**config.mk**
```make
export PLATFORM = sky130hd
export DESIGN_NAME = sid_mix_sched
export DESIGN_NICKNAME = d
export VERILOG_FILES = /design/src/rtl/sid_mix_sched_pkg.sv /design/src/rtl/mul_12x9.sv /design/src/rtl/sid_mix_sched.sv
export SDC_FILE = /design/constraint.sdc
export NUM_CORES = 1
export LEC_CHECK = 0
export ABC_AREA = 1
export BUFFER_PORTS_ARGS = -buffer_cell sky130_fd_sc_hd__buf_2
export CAP_MARGIN = 20
export CELL_PAD_IN_SITES_DETAIL_PLACEMENT = 2
export CELL_PAD_IN_SITES_GLOBAL_PLACEMENT = 2
export CORE_UTILIZATION = 30
export DETAILED_ROUTE_END_ITERATION = 7
export PLACE_DENSITY_LB_ADDON = 0.1
export SLEW_MARGIN = 15
export SYNTH_ARGS = -nofsm -noshare
export SYNTH_HDL_FRONTEND = slang
export SYNTH_HIERARCHICAL = 1
export SYNTH_SLANG_ARGS = --single-unit
```
**constraint.sdc**
```tcl
create_clock -name clk -period 17.5 [get_ports clk]
set_clock_uncertainty 0.05 [all_clocks]
set_input_delay 3.5 -clock clk [delete_from_list [all_inputs] [get_ports clk]]
set_output_delay 3.5 -clock clk [all_outputs]
set_load 0.05 [all_outputs]
```
**src/rtl/sid_mix_sched_pkg.sv**
```systemverilog
// Shared constants for the SID mixer sequencer: FSM encoding and
// fixed-point scaling of the voice and volume products.
package sid_mix_sched_pkg;

   typedef enum logic [2:0] {
      ST_IDLE = 3'd0,
      ST_V1   = 3'd1,
      ST_V2   = 3'd2,
      ST_V3   = 3'd3,
      ST_VOL  = 3'd4,
      ST_OUT  = 3'd5
   } state_t;

   localparam logic [11:0] MIDSCALE   = 12'h800;
   localparam int          TERM_SHIFT = 7;
   localparam int          VOL_SHIFT  = 3;

endpackage

```
**src/rtl/mul_12x9.sv**
```systemverilog
// Signed 12x9 multiplier, purely combinational; the full 21-bit product
// is returned so callers can pick their own scaling.
module mul_12x9 (
   input  logic signed [11:0] a,
   input  logic signed [8:0]  b,
   output logic signed [20:0] p
);

   assign p = 21'(a) * 21'(b);

endmodule

```
**src/rtl/sid_mix_sched.sv**
```systemverilog
// Mixer sequencer: one shared multiplier scales voices 1..3 by envelope,
// then the sum by master volume, and hands the sample out via valid/ready.
module sid_mix_sched
   import sid_mix_sched_pkg::*;
(
   input  logic        clk,
   input  logic        rst,
   input  logic        i_start,
   input  logic [11:0] i_wave1,
   input  logic [11:0] i_wave2,
   input  logic [11:0] i_wave3,
   input  logic [7:0]  i_env1,
   input  logic [7:0]  i_env2,
   input  logic [7:0]  i_env3,
   input  logic [3:0]  i_vol,
   input  logic        i_voice3_off,
   input  logic        i_ready,
   output logic [15:0] o_sample,
   output logic        o_valid,
   output logic        o_busy,
   output logic        o_overrun
);

   state_t             state_reg, state_next;
   logic [11:0]        wave_reg [0:2];
   logic [7:0]         env_reg  [0:2];
   logic [11:0]        wave_in  [0:2];
   logic [7:0]         env_in   [0:2];
   logic [3:0]         vol_reg;
   logic               voice3_off_reg;
   logic signed [17:0] acc_reg;
   logic [15:0]        sample_reg;
   logic               overrun_reg;

   logic               xfer, snap, drop;
   logic signed [11:0] mul_a;
   logic signed [8:0]  mul_b;
   logic signed [20:0] mul_p;
   logic signed [17:0] term;

   assign wave_in[0] = i_wave1;
   assign wave_in[1] = i_wave2;
   assign wave_in[2] = i_wave3;
   assign env_in[0]  = i_env1;
   assign env_in[1]  = i_env2;
   assign env_in[2]  = i_env3;

   assign xfer = (state_reg == ST_OUT) && i_ready;

   always_ff @(posedge clk) begin
      if (rst) state_reg <= ST_IDLE;
      else     state_reg <= state_next;
   end

   always_comb begin
      state_next = state_reg;
      snap       = 1'b0;
      drop       = 1'b0;
      case (state_reg)
         ST_IDLE: begin
            if (i_start) begin
               snap       = 1'b1;
               state_next = ST_V1;
            end
         end
         ST_V1: begin
            state_next = ST_V2;
            drop       = i_start;
         end
         ST_V2: begin
            state_next = ST_V3;
            drop       = i_start;
         end
         ST_V3: begin
            state_next = ST_VOL;
            drop       = i_start;
         end
         ST_VOL: begin
            state_next = ST_OUT;
            drop       = i_start;
         end
         ST_OUT: begin
            // A start coinciding with the transfer chains straight into V1.
            if (xfer) begin
               if (i_start) begin
                  snap       = 1'b1;
                  state_next = ST_V1;
               end else begin
                  state_next = ST_IDLE;
               end
            end else begin
               drop = i_start;
            end
         end
         default: state_next = ST_IDLE;
      endcase
   end

   always_comb begin
      mul_a = '0;
      mul_b = '0;
      case (state_reg)
         ST_V1: begin
            mul_a = $signed(wave_reg[0] - MIDSCALE);
            mul_b = $signed({1'b0, env_reg[0]});
         end
         ST_V2: begin
            mul_a = $signed(wave_reg[1] - MIDSCALE);
            mul_b = $signed({1'b0, env_reg[1]});
         end
         ST_V3: begin
            mul_a = $signed(wave_reg[2] - MIDSCALE);
            mul_b = $signed({1'b0, env_reg[2]});
         end
         ST_VOL: begin
            mul_a = 12'(acc_reg >>> VOL_SHIFT);
            mul_b = $signed({5'b0, vol_reg});
         end
         default: begin
            mul_a = '0;
            mul_b = '0;
         end
      endcase
   end

   mul_12x9 u_mul (
      .a (mul_a),
      .b (mul_b),
      .p (mul_p)
   );

   // Arithmetic shift gives floor division; the result always fits 18 bits.
   assign term = 18'(mul_p >>> TERM_SHIFT);

   always_ff @(posedge clk) begin
      if (rst) begin
         for (int i = 0; i < 3; i++) begin
            wave_reg[i] <= '0;
            env_reg[i]  <= '0;
         end
         vol_reg        <= '0;
         voice3_off_reg <= 1'b0;
      end else if (snap) begin
         for (int i = 0; i < 3; i++) begin
            wave_reg[i] <= wave_in[i];
            env_reg[i]  <= env_in[i];
         end
         vol_reg        <= i_vol;
         voice3_off_reg <= i_voice3_off;
      end
   end

   always_ff @(posedge clk) begin
      if (rst) begin
         acc_reg     <= '0;
         sample_reg  <= '0;
         overrun_reg <= 1'b0;
      end else begin
         if (drop) overrun_reg <= 1'b1;
         case (state_reg)
            ST_V1:   acc_reg <= term;
            ST_V2:   acc_reg <= acc_reg + term;
            ST_V3:   if (!voice3_off_reg) acc_reg <= acc_reg + term;
            ST_VOL:  sample_reg <= mul_p[15:0];
            default: ;
         endcase
      end
   end

   assign o_sample  = sample_reg;
   assign o_valid   = (state_reg == ST_OUT);
   assign o_busy    = (state_reg == ST_V1) || (state_reg == ST_V2) ||
                      (state_reg == ST_V3) || (state_reg == ST_VOL);
   assign o_overrun = overrun_reg;

endmodule

```
# Word level (Yosys, flattened, before mapping)
# Memory sizes are Yosys's and may differ from the RTL's.
# Index checks and enable logic that the tools add are counted.
dict set report word_totals {
  regBits 43
  mem_bits_rw 60
  input_bits 69
  elab_cells 60
  memories 2
}
dict set report op_classes {
  add_sub_neg 4
  multipliers 1
  eq_ne 8
  n_mux 24
  bitwise_logic 6
  reduce_logical 9
}
# name depth width read_ports rd_clocked_by_memory_dff wr line_no
set mem_list {}
lappend mem_list {wave_reg 3 12 3 0 3 sid_mix_sched.sv:25} ;# logic [11:0] wave_reg [0:2];
lappend mem_list {env_reg 3 8 3 0 3 sid_mix_sched.sv:26} ;# logic [7:0] env_reg [0:2];
# operator count
set op_table {}
lappend op_table {{18-bit case mux with 3 select lines} 1}
lappend op_table {{12-bit case mux with 4 select lines} 1}
lappend op_table {{12-bit 2-to-1 mux} 3}
lappend op_table {{12-bit subtractor (second input constant)} 3}
lappend op_table {{8-bit case mux with 4 select lines} 1}
lappend op_table {{8-bit 2-to-1 mux} 3}
lappend op_table {{12-bit by 9-bit multiplier with 21-bit output} 1}
lappend op_table {{18-bit by 14-bit adder with 18-bit output} 1}
lappend op_table {{18-bit 2-to-1 mux} 1}
lappend op_table {{3-bit case mux with 6 select lines} 1}
lappend op_table {{1-bit 2-to-1 mux} 9}
lappend op_table {{3-bit by 2-bit == test with 1-bit output (second input constant)} 2}
lappend op_table {{3-bit == test (second input constant)} 2}
lappend op_table {{3-bit 2-to-1 mux} 2}
lappend op_table {{1-bit OR} 6}
lappend op_table {{2-bit inequality test (second input constant)} 2}
lappend op_table {{1-bit case mux with 2 select lines} 2}
lappend op_table {{2-bit AND reduction} 2}
lappend op_table {{4-bit OR reduction} 1}
lappend op_table {{3-bit by 1-bit == test with 1-bit output (second input constant)} 1}
lappend op_table {{3-bit zero test} 1}
lappend op_table {{1-bit logical OR} 3}
lappend op_table {{3-bit nonzero test} 1}
lappend op_table {{2-bit by 1-bit inequality test with 1-bit output (second input constant)} 1}
lappend op_table {{1-bit logical AND} 1}

# Depth between registers and ports, before layout
dict set report depth {
  word_depth 8
  mapped_depth 38
  depth_no_buf 35
}

# Hierarchy
# Netlist, hierarchy kept.
# mod n_inst cells_each area_each_um2
set modules_own_cells {}
lappend modules_own_cells {sid_mix_sched 1 661 5621.6}
lappend modules_own_cells {mul_12x9 1 593 4257.8}

# Least setup slack after synthesis
# Ideal clock, no wire load.
dict set report synth_path {
  kind {reg-to-reg}
  startpoint {register state_reg[2]}
  endpoint {register acc_reg[14]}
  setup_ps 120
  t_arrival_ps 6184
  required_ps 17330
  setup_slack_ps 11145
  path_stages_with_launch 36
  path_buffers 2
  period_less_slack_ps 6355
  path_cell_list {dfxtp_1 inv_2 nand2_2 buf_4 nor2_1 a22oi_1 a32o_1 clkbuf_1 nand2_1 inv_1 fa_1 inv_1 fa_1 inv_1 fa_1 inv_1 fa_1 inv_1 ha_1 ha_1 nand2_1 nor3_2 nand2_2 nand2_2 inv_1 nand2_1 nand2_1 ha_1 inv_1 nor3_1 and2_1 nand2_1 nand2_1 nand2_1 nand3_1 a21oi_1}
}
dict set report synth_between {
  elab_chain_cells 6
}
# element line_no
set synth_rtl {}
lappend synth_rtl {{start, declared} sid_mix_sched.sv:24} ;# state_t state_reg, state_next;
lappend synth_rtl {{start signal, assigned} sid_mix_sched.sv:52} ;# else state_reg <= state_next;
lappend synth_rtl {{3-bit == test, or another cell as far along} sid_mix_sched.sv:102} ;# case (state_reg)
lappend synth_rtl {{12-bit case mux with 4 select lines (*)} sid_mix_sched.sv:102}
lappend synth_rtl {{net mul_a[11]} sid_mix_sched.sv:36} ;# logic signed [11:0] mul_a;
lappend synth_rtl {{12-bit by 9-bit multiplier with 21-bit output (*)} mul_12x9.sv:9} ;# assign p = 21'(a) * 21'(b);
lappend synth_rtl {{net mul_p[20]} sid_mix_sched.sv:38} ;# logic signed [20:0] mul_p;
lappend synth_rtl {{18-bit by 14-bit adder with 18-bit output} {sid_mix_sched.sv:162, sid_mix_sched.sv:163}}
lappend synth_rtl {{18-bit 2-to-1 mux} sid_mix_sched.sv:163} ;# ST_V3: if (!voice3_off_reg) acc_reg <= acc_reg + term;
lappend synth_rtl {{18-bit case mux with 3 select lines (*)} sid_mix_sched.sv:160} ;# case (state_reg)
lappend synth_rtl {{end signal, assigned} sid_mix_sched.sv:161} ;# ST_V1: acc_reg <= term;
lappend synth_rtl {{end signal, assigned} sid_mix_sched.sv:162} ;# ST_V2: acc_reg <= acc_reg + term;
lappend synth_rtl {{end signal, assigned} sid_mix_sched.sv:163}
lappend synth_rtl {{end, declared} sid_mix_sched.sv:31} ;# logic signed [17:0] acc_reg;
# The timed path passes the listed nets; every way through them passes the cells marked *. The select of a mux whose other input is x is not followed.
# A chain may end at the register's enable or synchronous reset.

# Worst setup path after layout
dict set report layout_path {
  startpoint {register state_reg[0]}
  endpoint {register acc_reg[14]}
}
dict set report layout_between {
  elab_chain_cells 6
}
# element line_no
set layout_rtl {}
lappend layout_rtl {{3-bit == test, or another cell as far along} sid_mix_sched.sv:102}
lappend layout_rtl {{8-bit case mux with 4 select lines (*)} sid_mix_sched.sv:102}
lappend layout_rtl {{net mul_b[0]} sid_mix_sched.sv:37} ;# logic signed [8:0] mul_b;
lappend layout_rtl {{12-bit by 9-bit multiplier with 21-bit output (*)} mul_12x9.sv:9}
lappend layout_rtl {{net mul_p[19]} sid_mix_sched.sv:38}
lappend layout_rtl {{18-bit by 14-bit adder with 18-bit output (*)} {sid_mix_sched.sv:162, sid_mix_sched.sv:163}}
lappend layout_rtl {{18-bit 2-to-1 mux} sid_mix_sched.sv:163}
lappend layout_rtl {{18-bit case mux with 3 select lines (*)} sid_mix_sched.sv:160}
# Marked as above.

==> flow_summary_export.csv <==
group,metric,value,unit
synth,synth_common_cells,"nand2_1 (326), inv_1 (274), fa_1 (92)",
synth,synth_edf_count,60,
synth,ys.flop_type,"edfxtp_1",
detailed_routing,met1_length,14900,um
timing,rsz0062_at_grt,"no",
timing,fin_hold_ws,436,ps
clock_network,clockBufferDepth,2,
synth,async_reset_ff_share,0,%
timing,setup_viol,0,
clock_network,clkSlewWorstSetupHoldPaths,80,ps
placed_design,portBuffers,87,
timing,clock.fmax,117,MHz
synth,synth_most_common_cell,"nand2_1",
synth,ys.warnings.count,6,
pwr,ir_drop,0.0000421,V
grt,grt_pass1_vias,8737,
synth,yosysUniqueCellTypes,43,
layout,drive_above_1_share,14.6,%
worst_setup_path,required,17690,ps
synth,yosysTopAreaCellShare,18.6,%
pwr,p_total,1.14,mW
die,start_util,30.4,%
clock_network,htreeDepth,3,
detailed_routing,drt_pass1_iterations,4,
clock_network,cts_hold_buf,0,
worst_setup_path,critPathCaptureType,"register",
worst_setup_path,critPathKind,"register to register",
layout,postLayoutCellArea,0.0110,sq mm
die,row_count,66,
detailed_routing,vias,8016,
detailed_routing,dr_wl_met3,658,um
synth,yosysSeqAreaShare,26.3,%
layout,diodes,0,
placed_design,hpwl,25100,um
worst_setup_path,cp_max_fo,29,
timing,fin_crit_sh,48.7,%
timing,slew_violations,0,
grt,grtUsageTotal,18.9,%
detailed_routing,wl_met2,14400,um
timing,relSlewSlack,30.7,%
grt,grt_start_max_net_pins,65,
detailed_routing,drc_errors,0,
synth,synth_cells,1254,
die,pin_count,88,
synth,syn_area_per_cell,7.88,sq um
clock_network,postCtsSetupBuffers,0,
placed_design,routabilityCongestion,0.806,
grt,grt_overflow,0,
outcome,status,"completed",
die,die_y,183,um
worst_setup_path,cp_slowest_stage_delay,800,ps
placed_design,placed_cell_area,0.0107,sq mm
clock_network,cts-root-buf,"clkbuf_16",
worst_setup_path,slowest_stage,"nor2_2",
grt,antenna_found_initial,0,
clock_network,cts_tree,"done",
clock_network,cts.repair.resized,0,
detailed_routing,drt_wl_total,30300,um
timing,worst_slew_pin_slew,1040,ps
die,core_area,0.0325,sq mm
detailed_routing,drtAntennaViolNets,0,
layout,syn2layout_area_growth,11.1,%
synth,synth_top_area_cell,"fa_1",
synth,netlist_area,0.00988,sq mm
timing,fin_crit,8530,ps
detailed_routing,routed_via_density,4.55,
layout,largest_reg_flops,36,
timing,fin_setup_tns,0,ps
synth,ys_top_cells_by_area,"fa_1 (19%), edfxtp_1 (18%), nand2_1 (12%), inv_1 (10%), dfxtp_1 (8.1%)",
detailed_routing,wire_per_inst,17.2,um
worst_setup_path,critPathLaunchType,"register",
clock_network,clkLatencyLatePin,370,ps
grt,grt_first_pass_wirelength,48700,um
die,die_w,183,um
detailed_routing,drtIter0Drc,243,
clock_network,numClockSinks,100,
synth,synth-seq-cells,100,
layout,num-nets-final,1533,
clock_network,numCtsBuffers,9,
flow_run,drv_cap,0,
timing,final-hold-violation-count,0,
min_path,hold_class,"register to register",
pwr,leakagePower,5.87,nW
detailed_routing,route.top_layer_used,"met4",
worst_setup_path,cp.arrival,8720,ps
die,dieArea,0.0337,sq mm
pwr,power_density,104,mW/mm^2
## routing by layer
| metal | global-route usage [%] | vias to the layer above |
|---|---|---|
| met5 | 0 | - |
| met4 | 3.13 | 0 |
| met3 | 1.82 | 16 |
| met2 | 31.9 | 94 |
| met1 | 26.3 | 3985 |
| li1 | - | 3921 |
## worst paths after layout
kind                      from           to  slack [ps]  depth (start not counted)
hold / removal      vol_reg[1]   vol_reg[1]         440                          2
setup reg to reg  state_reg[0]  acc_reg[14]        8970                         33
setup / recovery  state_reg[0]  acc_reg[14]        8970                         33
hold reg to reg     vol_reg[1]   vol_reg[1]         440                          2
## final cells by class
type / count / area, sq um
sequential: 100 / 2600
timing repair buffer: 95 / 495
inverter: 281 / 1060
fill: 3798 / 21500
multi-input combinational: 827 / 5950
tap: 442 / 553
clock inverter: 7 / 88.8
clock buffer: 9 / 225
## stage by stage
step / setup WS, ps / util, % / cells
final: 8970 / 33.8 / 1761
after global routing: 8130 / 33.8 / 1761
after CTS: 8700 / 33.8 / 1760
after detailed placement: 8730 / 32.8 / 1744
after global placement: 8930 / 32.8 / 1744
after floorplan: 11150 / - / 1255
## worst max-delay path, delay by kind of cell (launching register included)
family | cells | cell delay (ps)
compound gates | 5 | 1290
fa+ha+maj | 7 | 3100
buf+inv | 9 | 1540
flops | 1 | 360
simple gates | 12 | 2050
## cells by family after synthesis
kind of cell / share of synthesized area (%)
adder cells (fa/ha/maj): 26.0
other: 0.0380
AND/OR/NAND/NOR: 26.9
AO/OA/AOI/OAI: 6.14
buffers and inverters: 13.6
flip-flops: 26.3
XOR/XNOR: 0.975
## power breakdown
group / leakage (nW) / switching (mW) / internal (mW)
Combinational: 4.74 / 0.427 / 0.198
Clock: 0.154 / 0.113 / 0.105
Sequential: 0.972 / 0.0188 / 0.282
Total: 5.87 / 0.559 / 0.585
## layout by cell type (no fill, tap or decap), types with 6 or more instances in the layout
cell type,instances
clkbuf_16,9
inv_1,274
nand3_1,50
buf_2,87
fa_1,92
inv_2,6
dfxtp_1,40
nand2_1,325
nand4_1,20
a21oi_1,46
xor2_1,7
nand2_2,10
o21ai_0,37
edfxtp_1,60
nor2_1,83
ha_1,58
nor2_4,52
buf_4,8
(Power assumes the default switching activity.)
